===== src/rtl/reg_writeback_queue_if.sv =====
// Result-in / bank-write-out / forwarding bundle for reg_writeback_queue.
// The master modport is the queue itself; the slave modport is its producer/bank/operand-fetch side.
interface reg_writeback_queue_if #(
   parameter int unsigned size_reg = 16,
   parameter int unsigned addr_reg = 2,
   parameter int unsigned DEPTH    = 4
);
   localparam int unsigned CW = $clog2(DEPTH + 1);

   logic                res_valid;
   logic                res_ready;
   logic [addr_reg-1:0] res_addr;
   logic [size_reg-1:0] res_data;
   logic                wb_hold;
   logic [addr_reg-1:0] addr_R;
   logic                write_reg;
   logic [size_reg-1:0] write_data;
   logic [addr_reg-1:0] look_addr_A;
   logic [addr_reg-1:0] look_addr_B;
   logic                fwd_hit_A;
   logic                fwd_hit_B;
   logic [size_reg-1:0] fwd_data_A;
   logic [size_reg-1:0] fwd_data_B;
   logic [CW-1:0]       pending_cnt;
   // Status: 0 = IDLE, 1 = DRAIN, 2 = HELD.
   logic [1:0]          wb_state;

   modport master (
      input  res_valid, res_addr, res_data, wb_hold, look_addr_A, look_addr_B,
      output res_ready, addr_R, write_reg, write_data,
             fwd_hit_A, fwd_hit_B, fwd_data_A, fwd_data_B, pending_cnt, wb_state
   );

   modport slave (
      output res_valid, res_addr, res_data, wb_hold, look_addr_A, look_addr_B,
      input  res_ready, addr_R, write_reg, write_data,
             fwd_hit_A, fwd_hit_B, fwd_data_A, fwd_data_B, pending_cnt, wb_state
   );
endinterface


===== src/rtl/reg_writeback_queue.sv =====
// In-order writeback FIFO that drains one result per cycle into the register bank write port.
// Define WB_FORWARD_EN to forward pending writes to the read side; otherwise fwd_* outputs are tied to 0.
module reg_writeback_queue #(
   parameter int unsigned size_reg = 16,
   parameter int unsigned addr_reg = 2,
   parameter int unsigned DEPTH    = 4
) (
   input logic                   clock,
   input logic                   reset,
   reg_writeback_queue_if.master bus
);
   localparam int unsigned CW = $clog2(DEPTH + 1);
   localparam int unsigned PW = $clog2(DEPTH);

   typedef enum logic [1:0] {IDLE = 2'd0, DRAIN = 2'd1, HELD = 2'd2} state_t;

   state_t              state;
   logic [CW-1:0]       count;
   logic [CW-1:0]       count_next;
   logic [PW-1:0]       wr_ptr;
   logic [PW-1:0]       rd_ptr;
   logic [addr_reg-1:0] mem_addr [DEPTH];
   logic [size_reg-1:0] mem_data [DEPTH];
   logic [addr_reg-1:0] addr_q;
   logic [size_reg-1:0] data_q;
   logic                wr_q;
   logic                ready;
   logic                push;
   logic                pop;

   assign ready = !reset && (count < CW'(DEPTH));
   assign push  = bus.res_valid && ready;
   assign pop   = (count != '0) && !bus.wb_hold;

   always_comb begin
      count_next = count;
      case ({push, pop})
         2'b10:   count_next = count + CW'(1);
         2'b01:   count_next = count - CW'(1);
         default: count_next = count;
      endcase
   end

   // Payload storage needs no reset: only entries below count are ever observed.
   always_ff @(posedge clock) begin
      if (push) begin
         mem_addr[wr_ptr] <= bus.res_addr;
         mem_data[wr_ptr] <= bus.res_data;
      end
   end

   always_ff @(posedge clock) begin
      if (reset) begin
         count  <= '0;
         wr_ptr <= '0;
         rd_ptr <= '0;
         addr_q <= '0;
         data_q <= '0;
         wr_q   <= 1'b0;
         state  <= IDLE;
      end else begin
         count <= count_next;
         if (push) wr_ptr <= wr_ptr + PW'(1);
         if (pop) begin
            rd_ptr <= rd_ptr + PW'(1);
            addr_q <= mem_addr[rd_ptr];
            data_q <= mem_data[rd_ptr];
            wr_q   <= 1'b1;
         end else begin
            wr_q   <= 1'b0;
         end
         if (count_next == '0)  state <= IDLE;
         else if (bus.wb_hold)  state <= HELD;
         else                   state <= DRAIN;
      end
   end

   assign bus.res_ready   = ready;
   assign bus.addr_R      = addr_q;
   assign bus.write_reg   = wr_q;
   assign bus.write_data  = data_q;
   assign bus.pending_cnt = count;
   assign bus.wb_state    = state;

`ifdef WB_FORWARD_EN
   logic [addr_reg-1:0] look [2];
   logic                hit  [2];
   logic [size_reg-1:0] fwd  [2];

   always_comb begin
      look[0] = bus.look_addr_A;
      look[1] = bus.look_addr_B;
      for (int p = 0; p < 2; p++) begin
         hit[p] = 1'b0;
         fwd[p] = '0;
         if (wr_q && (addr_q == look[p])) begin
            hit[p] = 1'b1;
            fwd[p] = data_q;
         end
         // Scan oldest to newest so the newest matching entry overrides.
         for (int i = 0; i < int'(DEPTH); i++) begin
            if ((CW'(i) < count) && (mem_addr[rd_ptr + PW'(i)] == look[p])) begin
               hit[p] = 1'b1;
               fwd[p] = mem_data[rd_ptr + PW'(i)];
            end
         end
      end
   end

   assign bus.fwd_hit_A  = hit[0];
   assign bus.fwd_hit_B  = hit[1];
   assign bus.fwd_data_A = fwd[0];
   assign bus.fwd_data_B = fwd[1];
`else
   logic unused_look;
   assign unused_look    = ^{bus.look_addr_A, bus.look_addr_B};
   assign bus.fwd_hit_A  = 1'b0;
   assign bus.fwd_hit_B  = 1'b0;
   assign bus.fwd_data_A = '0;
   assign bus.fwd_data_B = '0;
`endif
endmodule


===== src/flat_wrapper.sv =====
// flat-port wrapper written by rule: the top's interface ports become plain ports
module reg_writeback_queue_flat 
#(
   parameter int unsigned size_reg = 16,
   parameter int unsigned addr_reg = 2,
   parameter int unsigned DEPTH    = 4
)
  (clock, reset, bus_res_valid, bus_res_addr, bus_res_data, bus_wb_hold, bus_look_addr_A, bus_look_addr_B, bus_res_ready, bus_addr_R, bus_write_reg, bus_write_data, bus_fwd_hit_A, bus_fwd_hit_B, bus_fwd_data_A, bus_fwd_data_B, bus_pending_cnt, bus_wb_state);
  reg_writeback_queue_if #(.size_reg(size_reg), .addr_reg(addr_reg), .DEPTH(DEPTH)) bus_i ();
  input logic clock;
  input logic reset;
  input wire logic [$bits(bus_i.res_valid)-1:0] bus_res_valid;
  input wire logic [$bits(bus_i.res_addr)-1:0] bus_res_addr;
  input wire logic [$bits(bus_i.res_data)-1:0] bus_res_data;
  input wire logic [$bits(bus_i.wb_hold)-1:0] bus_wb_hold;
  input wire logic [$bits(bus_i.look_addr_A)-1:0] bus_look_addr_A;
  input wire logic [$bits(bus_i.look_addr_B)-1:0] bus_look_addr_B;
  output wire logic [$bits(bus_i.res_ready)-1:0] bus_res_ready;
  output wire logic [$bits(bus_i.addr_R)-1:0] bus_addr_R;
  output wire logic [$bits(bus_i.write_reg)-1:0] bus_write_reg;
  output wire logic [$bits(bus_i.write_data)-1:0] bus_write_data;
  output wire logic [$bits(bus_i.fwd_hit_A)-1:0] bus_fwd_hit_A;
  output wire logic [$bits(bus_i.fwd_hit_B)-1:0] bus_fwd_hit_B;
  output wire logic [$bits(bus_i.fwd_data_A)-1:0] bus_fwd_data_A;
  output wire logic [$bits(bus_i.fwd_data_B)-1:0] bus_fwd_data_B;
  output wire logic [$bits(bus_i.pending_cnt)-1:0] bus_pending_cnt;
  output wire logic [$bits(bus_i.wb_state)-1:0] bus_wb_state;
  assign bus_i.res_valid = bus_res_valid;
  assign bus_i.res_addr = bus_res_addr;
  assign bus_i.res_data = bus_res_data;
  assign bus_i.wb_hold = bus_wb_hold;
  assign bus_i.look_addr_A = bus_look_addr_A;
  assign bus_i.look_addr_B = bus_look_addr_B;
  assign bus_res_ready = bus_i.res_ready;
  assign bus_addr_R = bus_i.addr_R;
  assign bus_write_reg = bus_i.write_reg;
  assign bus_write_data = bus_i.write_data;
  assign bus_fwd_hit_A = bus_i.fwd_hit_A;
  assign bus_fwd_hit_B = bus_i.fwd_hit_B;
  assign bus_fwd_data_A = bus_i.fwd_data_A;
  assign bus_fwd_data_B = bus_i.fwd_data_B;
  assign bus_pending_cnt = bus_i.pending_cnt;
  assign bus_wb_state = bus_i.wb_state;
  reg_writeback_queue #(.size_reg(size_reg), .addr_reg(addr_reg), .DEPTH(DEPTH)) u_core (.clock(clock), .reset(reset), .bus(bus_i));
endmodule

===== config.mk =====
export PLATFORM = sky130hd
export DESIGN_NAME = reg_writeback_queue_flat
export DESIGN_NICKNAME = d
export VERILOG_FILES = /design/src/rtl/reg_writeback_queue_if.sv /design/src/rtl/reg_writeback_queue.sv /design/src/flat_wrapper.sv
export SDC_FILE = /design/constraint.sdc
export NUM_CORES = 1
export LEC_CHECK = 0
export CORE_MARGIN = 1.5
export CORE_UTILIZATION = 25
export DETAILED_ROUTE_END_ITERATION = 10
export PLACE_DENSITY_LB_ADDON = 0.25
export SETUP_SLACK_MARGIN = 0.1
export SYNTH_ARGS = -nofsm -noshare
export SYNTH_HDL_FRONTEND = slang
export SYNTH_SLANG_ARGS = --single-unit

===== constraint.sdc =====
create_clock -name clock -period 2.7 [get_ports clock]
set_input_delay 0.81 -clock clock [delete_from_list [all_inputs] [get_ports clock]]
set_output_delay 0.81 -clock clock [all_outputs]
set_load 0.02 [all_outputs]

==> flow_summary.ini, run 1 <==
[run_status]
status = completed

[cts]
cts_tree = built
clock_latency_ps = 330
path_clk_slew_ps = 60
cts_made_buffers = 9
cts_sinks = 100
root_buffer = clkbuf_16
htree_levels = 3
cts.path.max_buffers = 2

[worst_setup_path]
rr_worst_depth = 8
critPathMaxFanout = 3
ff2ff_setup_slack_ps = 410
crit_type = in2reg
reg2reg_from = u_core.bus.pending_cnt[0]
r2r_end = u_core.bus.wb_state[1]
worstPathRequired_ps = 2950
critPathCaptureType = flop
startpoint_type = primary input
cp_data_arrival_time_ps = 2640

[drt]
drt-met1-wl_um = 3310
top_layer = met4
dr.pass1.iters = 4
vias = 2025
wl_met3_um = 381
dr_wl_met2_um = 3430
detail-route-antenna-nets = 0
remaining_drc_errors = 0
vias_per_cell = 3.96
wire_per_inst_um = 14.1
drt_wl_total_um = 7220
drtIter0Drc = 91

[final_layout]
design_area_sq_um = 5000
top_register = u_core.mem_data
stdcell_count = 511
layout-drive-gt1-share_pct = 26.3
n_antenna_cell = 0
largest_register_ffs = 64
area_growth_pct = 26.0
fin_nets = 328

[power]
power_density_nw_per_um2 = 865
power_switching_mw = 1.19
swShare_pct = 27.4
p_leak_nw = 1.73
intPower_mw = 3.14
power_frac_clock_pct = 27.9
total_power_mw = 4.33
ir_worst_vdd_mv = 0.487
seqPwrFrac_pct = 44.1
power_frac_comb_pct = 28.0

[logic_synthesis]
synth-edff-count = 72
yosysMostFrequentCell = edfxtp_1
yosysWarnings = 0
ys_seq_area_share_pct = 68.5
synth_top_area_share_pct = 54.4
syn_avg_cell_area_sq_um = 17.4
synth_cell_type_count = 35
syn_area_sq_um = 3970
syn_inst = 228
ys.flop_type = edfxtp_1
synth-seq-cells = 100
synth_common_cells = edfxtp_1 (72), buf_4 (34), dfxtp_1 (28)
yosys-top-cells-area = edfxtp_1 (54%), dfxtp_1 (14%), mux4_2 (10%), buf_4 (6.4%), a22o_2 (4.3%)
async_reset_ff_share_pct = 0
synth_top_cell_by_area = edfxtp_1

[die]
ios = 85
start_util_pct = 25.8
rows = 45
placeableCoreArea_sq_um = 15400
die_w_um = 129
die_area_sq_um = 16700
die_h_um = 129

[place]
finalWeightedCongestion = 0.729
place_area_sq_um = 4700
port-buffer-count = 46
hpwlAfterDp_um = 4670
dpl_worst_slack_ps = -303
post-place-cells = 496

[sta]
fmax_mhz = 420
setup_viol = 0
final_hold_viol_count = 0
rsz0062_at_grt = no
finalSetupTns_ps = 0
worst_pin_slew_ps = 629
setup_slack_ps = 319
relSlewSlack_pct = 57.9
maxSlewViolCount = 0
period_share_pct = 88.2
layout_min_cycle_time_ps = 2380
fin_skew_ps = 7.78

[worst_hold_path]
hp-start = u_core.bus.write_data[6]
whs_endpoint = u_core.bus.write_data[6]
hp-class = reg2reg
min_path_cells = 1

[global_route]
grt_first_pass_wirelength_um = 11200
grt_pass1_vias = 2026
grt_max_degree = 21
antenna_found_initial = 1
track_usage_pct = 9.24
gr-total-overflow = 0

[run]
maxCapViolations = 0
[power by group through the flow]
stage                     registers [mW]  clock network [mW]  logic [mW]
after floorplan                     2.05                   0       0.665
after global placement              1.94                   0        1.20
after detailed placement            1.95                   0        1.21
after CTS                           1.91                1.25        1.22
after global routing                1.93                1.31        1.32
final                               1.91                1.21        1.21
[worst max path at each step]
stage                start                endpoint  cells past startpoint
2_1_floorplan        reset  u_core.bus.wb_state[0]                      7
3_3_place_gp         reset  u_core.bus.wb_state[0]                      9
3_5_place_dp         reset  u_core.bus.wb_state[1]                      9
4_1_cts        bus_wb_hold  u_core.bus.wb_state[0]                      8
5_1_grt              reset  u_core.bus.wb_state[1]                      9
6_report             reset  u_core.bus.wb_state[1]                      9
[through the flow]
stage | hold slack [ps] | utilization (%)
after CTS | 490 | 32.4
after global placement | 469 | 30.6
after global routing | 494 | 32.6
after detailed placement | 475 | 30.6
final | 485 | 32.6
after floorplan | 508 | -
[critical path, stage by stage]
cell           delay, ps
dlygate4sd2_1        280
nor3b_4               60
inv_1                 60
ha_2                 180
inv_2                 40
fa_2                 400
xor2_2               190
or3_4                390
a211oi_2             230
[routing by layer]
metal | vias to the layer above | global-route usage [%]
met3 | 9 | 2.93
li1 | 937 | -
met1 | 1009 | 12.0
met2 | 70 | 14.3
met4 | 0 | 3.97
met5 | - | 0
[layout make-up]
cell class                 count  area [sq um]
timing repair buffer          67           646
sequential                   100          2720
tap                          211           264
inverter                       8          30.0
clock buffer                  12           236
fill                        1509         10400
multi-input combinational    110          1070
clock inverter                 3          38.8
[cells by family (layout without fill, tap and decap cells)]
| family | count (synthesis) | in the layout | synth area share (%) |
|---|---|---|---|
| buffers and inverters | 51 | 90 | 8.50 |
| AO/OA/AOI/OAI | 30 | 30 | 6.80 |
| flip-flops | 100 | 100 | 68.5 |
| adder cells (fa/ha/maj) | 6 | 6 | 2.08 |
| AND/OR/NAND/NOR | 19 | 19 | 3.12 |
| XOR/XNOR | 3 | 3 | 0.662 |
| other | 1 | 34 | 0.0944 |
| multiplexers | 18 | 18 | 10.2 |
[placed cells by master, fill, tap and decap left out, types with 2 or more instances in the layout]
cell / Yosys / routed
dlygate4sd2_1: 0 / 2
clkdlybuf4s50_1: 0 / 42
clkbuf_1: 4 / 3
inv_1: 8 / 7
a22o_2: 17 / 17
a21oi_1: 2 / 2
edfxtp_1: 72 / 72
ha_1: 5 / 4
nor2_1: 5 / 4
or3_4: 1 / 2
dfxtp_1: 28 / 28
conb_1: 1 / 34
buf_4: 34 / 19
buf_12: 0 / 2
and2_1: 4 / 4
clkbuf_16: 0 / 9
a211oi_1: 3 / 2
o21ai_0: 2 / 2
dlymetal6s2s_1: 0 / 2
mux4_2: 18 / 18
[repair_timing]
action                                  4_1_cts  5_1_grt
pin swaps                                     0        6
endpoints found under the hold margin         0        0
hold buffers                                  0        0
gates resized for setup                       4        7
buffers inserted                              0        0
endpoints found under the setup margin        3        3
(Power assumes the default switching activity.)
==> run 2, diff against run 1 <==
--- a/config.mk
+++ b/config.mk
@@ -5,6 +5,7 @@
 export SDC_FILE = /design/constraint.sdc
 export NUM_CORES = 1
 export LEC_CHECK = 0
+export ABC_CLOCK_PERIOD_IN_PS = 2700
 export CORE_MARGIN = 1.5
 export CORE_UTILIZATION = 25
 export DETAILED_ROUTE_END_ITERATION = 10
==> results of run 2 <==
Same layout as run 1: the final DEF is identical, and so are final timing and power.
==> run 3, diff against run 2 <==
--- a/config.mk
+++ b/config.mk
@@ -7,7 +7,7 @@
 export LEC_CHECK = 0
 export ABC_CLOCK_PERIOD_IN_PS = 2700
 export CORE_MARGIN = 1.5
-export CORE_UTILIZATION = 25
+export CORE_UTILIZATION = 45
 export DETAILED_ROUTE_END_ITERATION = 10
 export PLACE_DENSITY_LB_ADDON = 0.25
 export SETUP_SLACK_MARGIN = 0.1
==> run 3 against run 2 <==
Compared with the run above:
- via count fell by 1.9%
- final cell count shrank 20%
- wire length fell by 14%
- hold slack improved by 3.8 ps
- highest routed layer unchanged
==> flow_summary.ini, run 3 (synthesized netlist as in run 1, its figures left out) <==
[die]
placeableCoreArea_sq_um = 8640
ios = 85
die_w_um = 97.0
die_h_um = 97.0
die_area_sq_um = 9400
start_util_pct = 46.0
rows = 34

[sta]
fmax_mhz = 408
relSlewSlack_pct = 59.5
rsz0062_at_grt = no
fin_skew_ps = 6.18
finalSetupTns_ps = 0
worst_pin_slew_ps = 606
setup_viol = 0
final_hold_viol_count = 0
period_share_pct = 90.8
maxSlewViolCount = 0
layout_min_cycle_time_ps = 2450

[worst_setup_path]
critical_path_buf_inv_count = 3
critPathCaptureType = flop
crit_type = in2reg
critPathMaxFanout = 3
slowest_stage = clkdlybuf4s50_1
crit_chain = clkdlybuf4s50_1 > nor3b_4 > inv_1 > ha_1 > inv_1 > fa_1 > xor2_1 > or3_4 > a211oi_2
cpMostUsedCell = inv_1
critPathMaxStageDelay_ps = 390
cp_data_arrival_time_ps = 2730
critical-path-top-delay-family = adder cells
worstPathRequired_ps = 2970
startpoint_type = primary input

[cts]
root_buffer = clkbuf_8
cts.path.max_buffers = 2
cts_made_buffers = 9
cts_sinks = 100
postCtsSetupBuffers = 0
htree_levels = 3
path_clk_slew_ps = 90
clock_latency_ps = 350
cts_tree = built
holdBufCountCts = 0

[global_route]
track_usage_pct = 13.7
grt_max_degree = 19
grt_first_pass_wirelength_um = 9810
gr-total-overflow = 0
antenna_found_initial = 0
grt_pass1_vias = 1947

[place]
hpwlAfterDp_um = 4070
port-buffer-count = 46
post-place-cells = 393
finalWeightedCongestion = 0.716

[final_layout]
final_cell_mix = edfxtp_1 (72), clkdlybuf4s50_1 (44), conb_1 (34), dfxtp_1 (28), buf_4 (20)
n_antenna_cell = 0
top_register = u_core.mem_data
layout-drive-gt1-share_pct = 26.2
fillers = 697
fin_nets = 328
largest_register_ffs = 64
stdcell_count = 409
area_growth_pct = 20.2
final_common_cell = edfxtp_1
final_core_util_pct = 55.3

[drt]
vias = 1987
wire_per_inst_um = 15.2
drt_wl_total_um = 6200
remaining_drc_errors = 0
drtIter0Drc = 42
detail-route-antenna-nets = 0
dr.pass1.iters = 4
vias_per_cell = 4.86

[worst_hold_path]
hp-class = reg2reg

[run_status]
status = completed

[power]
p_leak_nw = 1.68
ir_worst_vdd_mv = 0.501
power_density_nw_per_um2 = 846

[run]
maxCapViolations = 0
run 3: changes by cell type in the layout (fill, tap and decap cells not counted), moves of 2 or more:
cell,delta
clkbuf_8,+10
clkbuf_16,-9
clkbuf_1,-3
clkdlybuf4s50_1,+2
dlymetal6s2s_1,-2
run 3: what timing repair did:
action                                  in CTS  in global routing
hold endpoints to repair                     0                  0
gates cloned                                 0                  0
pin swaps                                    0                  2
endpoints found under the setup margin       3                  3
gates resized for setup                      2                  4
run 3: worst paths after layout:
kind / slack [ps] / to / cells past startpoint / from
setup / recovery: 250 / u_core.bus.wb_state[0] / 9 / bus_res_valid
hold reg to reg: 490 / u_core.bus.write_data[7] / 1 / u_core.bus.write_data[7]
hold / removal: 490 / u_core.bus.write_data[7] / 1 / u_core.bus.write_data[7]
setup reg to reg: 400 / u_core.bus.wb_state[0] / 6 / u_core.bus.pending_cnt[2]
run 3: where the power goes:
part	internal, mW	total (mW)	switching [mW]	leakage (nW)
clock	0.453	0.945	0.492	0.0980
sequential	1.82	1.93	0.115	0.883
combinational	0.612	1.16	0.550	0.696
run 3: worst reg2reg max path, stage by stage (launching register included):
cell and delay, ps:
dfxtp_1 410, nor3_1 460, nor2_2 100, ha_1 340, or4b_1 440, a22oi_1 310
a211oi_2 110
run 3: area by class of cell:
class / instances / area (sq um) / share of cell area [%]
Multi-Input combinational cell: 110 / 1060 / 22.2
Timing Repair Buffer: 67 / 628 / 13.2
Inverter: 8 / 30.0 / 0.629
Clock inverter: 6 / 62.6 / 1.31
Sequential cell: 100 / 2720 / 57.0
Clock buffer: 10 / 138 / 2.88
Tap cell: 108 / 135 / 2.83
run 3: metrics by stage:
step | cell area [sq um] | power, mW | worst slack (ps) | hold WS, ps
global placement | 4560 | 3.11 | -314 | 465
floorplan | 4100 | 2.71 | 141 | 508
finish | 4770 | 4.04 | 248 | 489
CTS | 4760 | 4.07 | 143 | 493
detailed placement | 4560 | 3.12 | -333 | 471
global route | 4770 | 4.24 | 102 | 501
run 3: metal layers:
metal	part of all wire [%]	GRT usage (%)
met1	43	16.7
met2	52	24.0
met3	3.6	2.89
met4	1.3	5.02
met5	0	0
